## src/rtl/csa_resolve.sv

```systemverilog
// Pipelined carry-propagate adder that turns a carry-save pair into one binary word.
// Each stage resolves one CHUNK-bit segment and hands its carry to the next stage.
// All stages share a single stall enable, so the pipe advances or holds as a whole.
module csa_resolve #(
    parameter int unsigned SIZE  = 36,
    parameter int unsigned CHUNK = 12
) (
    input  logic            clk,
    input  logic            rstn,
    input  logic            in_valid,
    output logic            in_ready,
    input  logic [SIZE-1:0] in_a,
    input  logic [SIZE-1:0] in_b,
    output logic            out_valid,
    input  logic            out_ready,
    output logic [SIZE-1:0] out_sum,
    output logic            out_cout
);

    localparam int unsigned NSTG = (SIZE + CHUNK - 1) / CHUNK;
    localparam int unsigned W1   = SIZE + 1;

    // Lowest bit of segment j.
    function automatic int unsigned seg_lo(input int unsigned j);
        return j * CHUNK;
    endfunction

    // One past the highest bit of segment j; the last segment may be narrower.
    function automatic int unsigned seg_hi(input int unsigned j);
        return ((j * CHUNK + CHUNK) < SIZE) ? (j * CHUNK + CHUNK) : SIZE;
    endfunction

    // a_q[j]: result segments 0..j plus operand-a segments above j.
    logic [NSTG-1:0][SIZE-1:0] a_q, a_d;
    logic [NSTG-1:0]           c_q, c_d;
    logic [NSTG-1:0]           v_q, v_d;

    // Inputs seen by each stage: stage 0 from the ports, stage j from stage j-1.
    logic [NSTG-1:0][SIZE-1:0] pa, pb;
    logic [NSTG-1:0]           pc, pv;

    logic [NSTG-1:0][W1-1:0]   mask_c, full_c;
    logic                      en_c;

    // Single global stall enable; the only combinational handshake path.
    assign en_c     = !v_q[NSTG-1] || out_ready;
    assign in_ready = en_c;

    assign pa[0] = in_a;
    assign pb[0] = in_b;
    assign pc[0] = 1'b0;
    assign pv[0] = in_valid;

    if (NSTG > 1) begin : g_chain
        // Operand b is only needed until its last segment is consumed.
        logic [NSTG-2:0][SIZE-1:0] b_q;

        // Delay-line for the untouched b operand.
        always_ff @(posedge clk) begin
            if (!rstn) begin
                b_q <= '0;
            end else if (en_c) begin
                b_q <= pb[NSTG-2:0];
            end
        end

        assign pa[NSTG-1:1] = a_q[NSTG-2:0];
        assign pb[NSTG-1:1] = b_q;
        assign pc[NSTG-1:1] = c_q[NSTG-2:0];
        assign pv[NSTG-1:1] = v_q[NSTG-2:0];
    end

    // Per-stage segment add: replace segment j of the word with a_j + b_j + c_j.
    always_comb begin
        a_d    = a_q;
        c_d    = c_q;
        v_d    = v_q;
        mask_c = '0;
        full_c = '0;
        for (int unsigned j = 0; j < NSTG; j++) begin
            mask_c[j] = (W1'(1) << seg_hi(j)) - (W1'(1) << seg_lo(j));
            full_c[j] = ({1'b0, pa[j]} & mask_c[j])
                      + ({1'b0, pb[j]} & mask_c[j])
                      + (W1'(pc[j]) << seg_lo(j));
            a_d[j]    = (pa[j] & ~(mask_c[j][SIZE-1:0]))
                      | (full_c[j][SIZE-1:0] & mask_c[j][SIZE-1:0]);
            c_d[j]    = |(full_c[j] & (W1'(1) << seg_hi(j)));
            v_d[j]    = pv[j];
        end
    end

    // Stage registers: clear on reset, advance together when enabled, else hold.
    always_ff @(posedge clk) begin
        if (!rstn) begin
            a_q <= '0;
            c_q <= '0;
            v_q <= '0;
        end else if (en_c) begin
            a_q <= a_d;
            c_q <= c_d;
            v_q <= v_d;
        end
    end

    assign out_valid = v_q[NSTG-1];
    assign out_sum   = a_q[NSTG-1];
    assign out_cout  = c_q[NSTG-1];

endmodule
```

## config.mk

```make
export PLATFORM = sky130hd
export DESIGN_NAME = csa_resolve
export DESIGN_NICKNAME = d
export VERILOG_FILES = /design/src/rtl/csa_resolve.sv
export SDC_FILE = /design/constraint.sdc
export NUM_CORES = 1
export LEC_CHECK = 0
export ABC_CLOCK_PERIOD_IN_PS = 3500
export CAP_MARGIN = 10
export CORE_MARGIN = 8
export CORE_UTILIZATION = 40
export CTS_CLUSTER_DIAMETER = 50
export DETAILED_ROUTE_END_ITERATION = 16
export GPL_TIMING_DRIVEN = 0
export HOLD_SLACK_MARGIN = 0.12
export PLACE_DENSITY = 0.74
export REMOVE_ABC_BUFFERS = 1
export SLEW_MARGIN = 20
export SYNTH_ARGS = -nofsm -noshare
export SYNTH_HDL_FRONTEND = slang
export SYNTH_SLANG_ARGS = --single-unit
```

## constraint.sdc

```tcl
create_clock -name clk -period 3.5 [get_ports clk]
set_input_delay 0.875 -clock clk [delete_from_list [all_inputs] [get_ports clk]]
set_output_delay 0.875 -clock clk [all_outputs]
set_load 0.005 [all_outputs]
```

==> summary.md <==
| Metric | Value |
|---|---|
| Status | finished clean |
| CP Max Fanout | 19 |
| Clk slew on worst S/H paths | 0.06 ns |
| Crit path DAT | 2.48 ns |
| CTS sink count | 150 |
| Post-synth ARST share | 0% |
| Hold-fix buffers, CTS | 0 |
| Initial antenna violation count | 0 |
| Core region area | 0.0180 sq mm |
| Routed WL | ~17 mm |
| Cells after synthesis | 869 |
| Vias in the first global route | between 5k and 6k |
| Adder-cell area share of the yosys netlist | 10.9% |
| Total track usage | 15.2% |
| Post-synthesis xor/xnor area fraction | 2.63% |
| DIE WIDTH | 151 um |
| EDFF count, synth | 0 |
| Post-route antenna net violation count | 0 |
| Setup crit end kind | primary output |
| Clk_skew | 0.00732 ns |
| DRT Pass-1 Iters | 4 |
| GPL Wtd Cong | 0.797 |
| Port bufs | 114 |
| Pleak | about 3.9 nW |
| Share of the synthesized area in the top cell type | 41.0% |
| Tightest Hold Check Type | reg -> reg |
| Final period util | 95.8% |
| Clock Power Share | 45.5% |
| Mapped Avg Cell Area | approximately 8.4 sq um |
| Worst-Skew Late Latency | between 0.4 and 0.5 ns |
| Mux share of post-synthesis cell area | 0.137% |
| Count leader, synth | nand2_1 |
| Critical Path RT | 2.62 ns |
| Post-synthesis compound-gate area fraction | 20.6% |
| Die height | about 150 um |
| Hold EP | a_q[11]$_SDFFE_PN0P_ |
| TNS Setup | 0 ns |
| Max Freq | ~300 MHz |
| CP startpoint kind | input port |
| Cell area power density | 483 mW/mm^2 |
| Core Rows | 49 |
| Starting Density | 40.8% |
| Largest net degree at the start of global routing | 74 |
| Total grt overflow | 0 |
| Top_reg_cell synth | dfxtp_1 |
| First-pass GRT wire length | 28.0 mm |
| Largest family of logic cells by synthesized area | compound AO/OA/AOI/OAI gates |
| Synth unique cells | 49 |
| Reg-to-reg slack, setup | about 0.7 ns |
| Post-route minimum period | 3.35 ns |
| Die area | 0.0229 sq mm |
| Yosys warnings | 0 |
| H-Tree Level Count | 4 |
| Internal | approximately 3.4 mW |
| Simple-gate portion of the synthesized area | 17.2% |
| Vias | 5780 |
| Flop pwr share | between 40% and 50% |
| Share of cells above drive strength 1 | 5.72% |
| Final setup vio count | 0 |
| Num CTS Buffers | 17 |
| Crit Path Category | in -> out |
| # IOs | about 120 |
| WHS Path Cells | 2 |
| Top post-synthesis cells by area | dfxtp_1 (41%), nand2_1 (14%), a21boi_0 (12%), ha_1 (9.6%), buf_4 (3.7%) |
| Reg2Reg Launch Point | a_q[60]$_SDFFE_PN0P_ |
| Register-to-Register Path Depth | 12 |
| Net Sw Power | roughly 1.1 mW |
| Clk buf depth | 2 |
| Layout fillers | 1683 |
| N_diodes | 0 |
| Via density | 4.93 |
| Area Overhead vs Synth | 25.8% |
| Post-synth top cells | nand2_1 (264), dfxtp_1 (150), a21boi_0 (118) |
| Starting DRC count in detailed routing | 189 |
| Comb pwr share | 12.1% |
| Slew @ Worst Pin | 0.756 ns |
| CTS root buf | clkbuf_16 |
| Hold wc startpoint | a_q[11]$_SDFFE_PN0P_ |
| Final Hold Viols | 0 |
| Slew Limit Fails | 0 |
| Synth Cell Area | 0.00733 sq mm |
| Max VDD drop | 0.000436 V |
| CTS tree | built |
| RSZ-0062 raised after global routing | no |
| Reg2Reg Capture Point | out_sum[35]$_SDFFE_PN0P_ |
| Placed Area | 0.00849 sq mm |
| Post-synthesis register bit count | 150 |
| Layout Nets | 1068 |
| Register area share after synthesis | between 40 and 50% |
| Hpwl dp | 10.9 mm |
| Yosys top cell by area | dfxtp_1 |
| Per-cell routed wire length | 14.6 um |
| Drt drc | 0 |
| Switch share | 24.5% |
| Max Cap Viol | 0 |
| Finished Cell Area | around 0.0092 sq mm |
| Max-slew headroom | 49.6% |
-- placed cells by master, fill, tap and decap left out, drive strengths merged, types with 12 or more instances in the layout --
cell / count
a21oi: 16
and2: 12
nand2: 264
inv: 32
clkdlybuf4s50: 113
ha: 56
o21ai: 37
dfxtp: 150
xnor2: 12
clkbuf: 19
a21boi: 118
-- power groups by stage --
stage | clock network (mW) | registers, mW | logic [mW]
3_5_place_dp | 0 | 1.93 | 0.533
3_3_place_gp | 0 | 1.92 | 0.525
6_report | 2.03 | 1.89 | 0.539
4_1_cts | 2.07 | 1.89 | 0.544
2_1_floorplan | 0 | 1.92 | 0.295
5_1_grt | 2.16 | 1.90 | 0.611
-- metrics by stage --
stage / utilization, % / std cells / hold slack, ns / setup WS [ns] / power (mW)
2_1_floorplan: - / 785 / 0.425 / -7.19 / 2.21
3_3_place_gp: 46.2 / 1128 / 0.434 / -15.13 / 2.45
3_5_place_dp: 47.3 / 1135 / 0.441 / -0.683 / 2.46
4_1_cts: 51.1 / 1170 / 0.452 / 0.00578 / 4.50
5_1_grt: 51.3 / 1173 / 0.472 / 0.0765 / 4.67
6_report: 51.3 / 1173 / 0.449 / 0.146 / 4.46
-- state kept, by name, summed over array words and instances, names as in the netlist --
register     flops
c_q              3
v_q              3
g_chain.b_q     36
a_q             72
out_sum         36
-- critical path, cell delays in order --
cell and delay [ns]:
clkdlybuf4s50_1 0.44, nor2b_4 0.15, clkbuf_16 0.23, clkinv_16 0.12
buf_16 0.17, clkdlybuf4s50_1 0.45
-- how the worst max path moves through the flow --
| stage | start | end | slack, ns |
|---|---|---|---|
| after floorplan | out_ready | c_q[1]$_SDFFE_PN0P_ | -7.19 |
| after global placement | out_ready | in_ready | -15.13 |
| after detailed placement | out_ready | in_ready | -0.68 |
| after CTS | out_ready | in_ready | 0.006 |
| after global routing | out_ready | in_ready | 0.08 |
| final | out_ready | in_ready | 0.15 |
-- cell families after synthesis --
group,Yosys count
flip-flops,150
AO/OA/AOI/OAI,215
AND/OR/NAND/NOR,312
buffers and inverters,108
adder cells (fa/ha/maj),61
multiplexers,1
XOR/XNOR,22
-- final cells by class --
type                    instances  area, sq um  area share, %
repair buffers                125         1360           14.8
inverters                      24          116           1.26
multi-input cells             611         3790           41.1
well taps                     229          287           3.11
flip-flops and latches        150         3000           32.6
repair inverters                2         17.5          0.190
clock buffers                  18          439           4.76
clock inverters                14          213           2.31
-- metal layers --
| metal | GRT usage, % | vias to the layer above | wire, um |
|---|---|---|---|
| met2 | 25.8 | 101 | 8380 |
| met1 | 18.4 | 2682 | 7630 |
| met3 | 4.45 | 9 | 914 |
| li1 | - | 2988 | - |
| met4 | 4.30 | 0 | 146 |
| met5 | 0 | - | 0 |
-- what timing repair did --
action / CTS / global route
setup buffers: 1 / 1
gates resized for setup: 3 / 2
setup endpoints to repair: 2 / 1
gates cloned: 4 / 2
Note: power is estimated with default switching activity, not from simulation.
